--- config.mk ---
export PLATFORM = sky130hd
export DESIGN_NAME = qeciphy_pattern_gen
export DESIGN_NICKNAME = d
export VERILOG_FILES = /design/src/rtl/qeciphy_traffic_checker_pkg.sv /design/src/rtl/qeciphy_traffic_checker_pattern_gen.sv
export SDC_FILE = /design/constraint.sdc
export NUM_CORES = 1
export LEC_CHECK = 0
export ABC_AREA = 1
export BUFFER_PORTS_ARGS = -buffer_cell sky130_fd_sc_hd__buf_2
export CAP_MARGIN = 0
export CORE_ASPECT_RATIO = 1.25
export CORE_MARGIN = 4
export CORE_UTILIZATION = 44
export CTS_CLUSTER_DIAMETER = 150
export DETAILED_ROUTE_END_ITERATION = 10
export PLACE_DENSITY = 0.66
export SYNTH_ARGS = -nofsm -noshare
export SYNTH_HDL_FRONTEND = slang
export SYNTH_SLANG_ARGS = --single-unit
export TNS_END_PERCENT = 1
--- constraint.sdc ---
create_clock -name clk_i -period 3.2 [get_ports clk_i]
set_input_delay 0.32 -clock clk_i [delete_from_list [all_inputs] [get_ports clk_i]]
set_output_delay 0.32 -clock clk_i [all_outputs]
set_load 0.05 [all_outputs]
--- src/rtl/qeciphy_traffic_checker_pkg.sv ---
// Shared types and constants for the QECIPHY link-test traffic path.
// Used by the RX traffic checker, its pattern generator and the AXI4-Stream interface.
package qeciphy_traffic_checker_pkg;

  localparam int unsigned DataWidth = 64;

  typedef enum logic [1:0] {
    StIdle,
    StArmed,
    StRun,
    StDone
  } checker_state_t;

  typedef enum logic [0:0] {
    PatCounter,
    PatPrbs
  } pattern_mode_t;

  // Feedback taps of x^64+x^63+x^61+x^60+1 (state bits 63, 62, 60, 59).
  localparam logic [63:0] PrbsTaps        = 64'hD800_0000_0000_0000;
  localparam logic [63:0] DefaultPrbsSeed = 64'h0123_4567_89AB_CDEF;

  // FLAGS bit positions: {OVERFLOW, TIMEOUT, LINK_LOST}.
  localparam int unsigned FlagLinkLost = 0;
  localparam int unsigned FlagTimeout  = 1;
  localparam int unsigned FlagOverflow = 2;

  // One step of the Fibonacci LFSR; shared by both ends of the link test.
  function automatic logic [63:0] prbs_next(input logic [63:0] s);
    return {s[62:0], ^(s & PrbsTaps)};
  endfunction

endpackage

--- src/rtl/qeciphy_traffic_checker_pattern_gen.sv ---
// Link-test pattern generator: counter (wrapping 64-bit increment) or 64-bit Fibonacci PRBS.
// Ports: clk_i/rst_i (sync active-high), load_i (restart sequence, latch mode_i),
//        advance_i (step to next word), mode_i, data_o (current expected word).
module qeciphy_pattern_gen
  import qeciphy_traffic_checker_pkg::*;
#(
  parameter logic [63:0] Seed = DefaultPrbsSeed
) (
  input  logic          clk_i,
  input  logic          rst_i,
  input  logic          load_i,
  input  logic          advance_i,
  input  pattern_mode_t mode_i,
  output logic [63:0]   data_o
);

  pattern_mode_t mode_q, mode_d;
  logic [63:0]   data_q, data_d;

  always_comb begin
    mode_d = mode_q;
    data_d = data_q;
    if (load_i) begin
      mode_d = mode_i;
      data_d = (mode_i == PatPrbs) ? Seed : 64'd0;
    end else if (advance_i) begin
      data_d = (mode_q == PatPrbs) ? prbs_next(data_q) : data_q + 64'd1;
    end
  end

  always_ff @(posedge clk_i) begin
    if (rst_i) begin
      mode_q <= PatCounter;
      data_q <= 64'd0;
    end else begin
      mode_q <= mode_d;
      data_q <= data_d;
    end
  end

  assign data_o = data_q;

endmodule

After elaboration in Yosys (flattened, before gate mapping)
Index checks and enable logic that the tools add are counted.
{"block": "word_totals", "ff_bits": 65, "inputBits": 5}
{"block": "op_classes", "addsub": 1, "muxes": 4, "reduce_logical": 2}
{"op": "$mux 64", "count": 3}
{"op": "$add 64x1->64 const B", "count": 1}
{"op": "$reduce_xor 64->1", "count": 1}
{"op": "$mux 57", "count": 1}
{"op": "$reduce_bool 2->1", "count": 1}

Longest topological paths before layout
{"block": "logic_depth", "depth_word": 4, "depth_mapped": 12, "mapped_depth_nobuf": 12}

Worst setup path after synthesis
No wires, ideal clock.
{"block": "synth_path", "path_kind": "reg-to-reg", "from": "reg data_q[0], in the netlist data_o[0]", "to": "reg data_q[32], in the netlist data_o[32]", "arrival_ns": 2.025, "required_time_ns": 3.066, "path_slack_ns": 1.041, "path_stages_with_launch": 10, "period_less_slack_ns": 2.159, "cell_sequence": "dfxtp_1 -> ha_1 -> nand2_2 -> nor2_4 -> nand2_4 -> nor2_4 -> nand2_1 -> xnor2_1 -> o21ai_0 -> a21oi_1"}
{"block": "synth_via", "elab_chain_len": 4}
{"element": "from (decl)", "line": "qeciphy_traffic_checker_pattern_gen.sv:18", "text": "logic [63:0] data_q, data_d;"}
{"element": "from (signal assigned)", "line": "qeciphy_traffic_checker_pattern_gen.sv:37", "text": "data_q <= data_d;"}
{"element": "$add 64x1->64", "line": "qeciphy_traffic_checker_pattern_gen.sv:27", "text": "data_d = (mode_q == PatPrbs) ? prbs_next(data_q) : data_q + 64'd1;"}
{"element": "$mux 64", "line": "qeciphy_traffic_checker_pattern_gen.sv:27"}
{"element": "$mux 64", "line": "qeciphy_traffic_checker_pattern_gen.sv:26", "text": "end else if (advance_i) begin"}
{"element": "$mux 64", "line": "qeciphy_traffic_checker_pattern_gen.sv:23", "text": "if (load_i) begin"}
Every way passes these cells. The select of a mux whose other input is x is not followed.
A chain may end at the register's enable or synchronous reset.

Worst setup path in the final report
{"block": "layout_path", "from": "reg data_q[15], in the netlist data_o[15]", "to": "reg data_q[51], in the netlist data_o[51]"}
Same word-level chain as after synthesis.

==> flow_metrics.py <==
metrics = {
    "timing": {
        "setup_ws_ns": 1.012,
        "setup-tns-final_ns": 0,
        "finalSetupViolations": 0,
        "maxSlewHeadroom_pct": 28.93,
        "fmax_ghz": 0.4570,
        "rsz0062_at_grt": "no",
        "slew_viol_final": 0,
        "skew_ns": 0.005344,
        "worstMarginPinSlew_ns": 1.066,
        "period_needed_ns": 2.188,
        "finalCritPeriodShare_pct": 68.38,
        "hold_viol": 0,
    },
    "cells_and_area": {
        "antenna_cells": 0,
        "layoutNonFillerInstCount": 1078,
        "area_delta_synth_final_pct": 14.86,
        "drive_gt1_share_pct": 14.10,
        "num-nets-final": 944,
        "final_cell_area_um2": 5859,
    },
    "cts": {
        "insertion_delay_ns": 0.34,
        "cts_buffer_depth": 2,
        "post_cts_buffers": 0,
        "cts_root_buf": "clkbuf_16",
        "hold_buffers": 0,
        "cts_made_buffers": 9,
        "cts_tree": "built",
        "clkTransAtPathRegs_ns": 0.06,
        "htreeDepth": 3,
        "cts.repair.resized": 0,
        "cts.sinks": 65,
    },
    "yosys": {
        "syn_area_um2": 5101,
        "ys_top_cells_by_area": "dfxtp_1 (26%), nand2_1 (20%), a21oi_1 (14%)",
        "ys_async_sr_fraction_pct": 0,
        "yosys.cell_count.top_type": "nand2_1",
        "yosys-top-cells-count": "nand2_1 (267), a21oi_1 (138), nor2_1 (137)",
        "syn-num-nets": 894,
        "synth.avg_cell_area_um2": 5.745,
        "ys_warn_count": 0,
        "yosys.area.top_type_share_pct": 25.51,
        "yosysSeqAreaShare_pct": 25.51,
        "ys_types": 31,
        "ys_ff_latch": 65,
        "synth_edf_count": 0,
        "synth.largest_area_cell": "dfxtp_1",
        "synth_cells": 888,
        "synthFlopType": "dfxtp_1",
    },
    "placed_design": {
        "dp_cells": 1062,
        "post-place-ws_ns": 1.043,
        "place.gp.congestion": 1.060,
        "dp_hpwl_um": 14270,
        "dpl_cell_area_um2": 5529,
        "portBuffers": 68,
    },
    "setup_path": {
        "reg2reg_to": "data_o[51]",
        "arrival_ns": 2.40,
        "reg2reg_depth": 9,
        "critPathRequiredTime_ns": 3.41,
        "path_max_fanout": 6,
        "crit_buf_inv": 0,
        "crit_path_end_kind": "flop",
        "slowest_stage": "nor3_1",
        "startpoint_type": "flop",
        "critPathMostFrequentCell": "nand2_1",
        "timing.rr.start": "data_o[15]",
        "worstSetupPathType": "reg2reg",
        "cpPeakStageDelay_ns": 0.76,
        "cpLargestDelayFamily": "simple AND/OR/NAND/NOR gates",
        "rrSetupSlack_ns": 1.01,
        "path_cells": "nand2_1 -> nor2_1 -> nand2_1 -> nor3_1 -> nand2_1 -> nand2_1 -> nand3_1 -> nand2_1 -> a21oi_1",
    },
    "worst_hold_path": {
        "hp-class": "in2reg",
        "hold_path_end": "mode_q",
        "hold_start": "load_i",
        "hold_path_depth": 4,
    },
    "status": {
        "outcome": "finished, final reports clean",
    },
    "routing": {
        "drc": 0,
        "wirelength_um": 19140,
        "vias_per_cell": 5.516,
        "vias": 5946,
        "ant_nets": 0,
        "wire_per_inst_um": 17.76,
        "dr.pass1.iters": 6,
        "dr.first_iter.drc_count": 396,
    },
    "global_route": {
        "grt_max_degree": 65,
        "overflow": 0,
        "grt_pass1_wl_um": 29780,
        "antenna_found_initial": 0,
        "grt_usage_pct": 28.41,
        "grt_pass1_vias": 5538,
    },
    "power": {
        "leakagePower_nw": 2.305,
        "seqPwrFrac_pct": 37.3,
        "p_clk_share_pct": 44.7,
        "pwr-share-comb_pct": 18.0,
        "p_int_mw": 1.689,
        "switchingPower_mw": 0.7892,
        "p_sw_share_pct": 31.85,
        "p_per_area_nw_per_um2": 422.9,
        "vdd_drop_max_v": 0.0002577,
    },
    "run": {
        "drv_cap": 0,
    },
    "die": {
        "die-area_um2": 13390,
        "fp.dieW_um": 104.3,
        "io_pins": 69,
        "dieHeight_um": 128.4,
        "rows": 43,
        "coreArea_um2": 11240,
        "initial_core_util_pct": 45.37,
    },
}
## power by group through the flow
stage	Sequential, mW	Clock, mW	Combinational (mW)
4_1_cts	0.925	1.12	0.446
3_5_place_dp	0.943	0	0.445
3_3_place_gp	0.942	0	0.444
2_1_floorplan	1.06	0	0.204
6_report	0.925	1.11	0.445
5_1_grt	0.934	1.16	0.484
## worst max-delay path by stage
stage,start,end,slack (ns),depth (start not counted)
after floorplan,data_o[0],data_o[32],1.04,9
after global placement,data_o[0],data_o[56],1.07,12
after detailed placement,data_o[0],data_o[56],1.04,12
after CTS,data_o[0],data_o[56],1.03,12
after global routing,data_o[0],data_o[56],0.84,12
final,data_o[15],data_o[51],1.01,9
## layer usage
| metal | GRT usage, % | part of all wire [%] | vias to the layer above |
|---|---|---|---|
| met3 | 5.419 | 6.8 | 67 |
| met4 | 15.65 | 5.4 | 0 |
| met5 | 0 | 0 | - |
| li1 | - | - | 2990 |
| met1 | 34.23 | 42 | 2641 |
| met2 | 47.91 | 46 | 248 |
## cell families after synthesis
family / synth area share [%]
DFF: 25.51
adders and majority gates: 0.2452
AOI/OAI and AO/OA: 18.10
xor gates and xnor gates: 4.292
and+or+nand+nor: 44.64
buffers and inverters: 7.211
## flip-flops by register name, summed over array words and instances, names as in the netlist
| name | count |
|---|---|
| data_o | 64 |
| mode_q | 1 |
## layout make-up
cell class / count / area, um2
Multi-Input combinational cell: 727 / 3440
Tap cell: 135 / 168.9
Clock buffer: 11 / 252.7
Sequential cell: 65 / 1303
Fill cell: 1254 / 5385
Timing Repair Buffer: 75 / 392.9
Clock inverter: 5 / 77.57
Inverter: 60 / 225.2
## worst min-delay path, cell delays in order
cell    delay, ns
buf_2        0.16
nor2_1       0.06
nor2_1       0.08
nor2_1       0.04
## cells in the final DEF (no fill, tap or decap), types with 5 or more instances in the layout
cell type    n
nor2_4       8
o211ai_1     7
inv_1       57
o21ai_0     26
xnor2_1      8
nand4_1     15
dfxtp_1     64
clkbuf_16    9
nand2_1    267
nor2_2       9
buf_2       68
o21ai_1      5
nor2_1     136
nand3_1     56
a21oi_1    138
xor2_1      17
buf_4        7
and2_1       7
nand2_2     12
## stage by stage
stage          util (%)  hold WS, ns  power, mW
2_1_floorplan         -       0.5031      1.265
3_3_place_gp      49.17       0.5105      1.386
3_5_place_dp      49.17       0.5116      1.388
4_1_cts           52.11       0.3637      2.494
5_1_grt           52.11       0.3783      2.579
6_report          52.11       0.3699      2.478
Power figures use the tool's default switching activity.
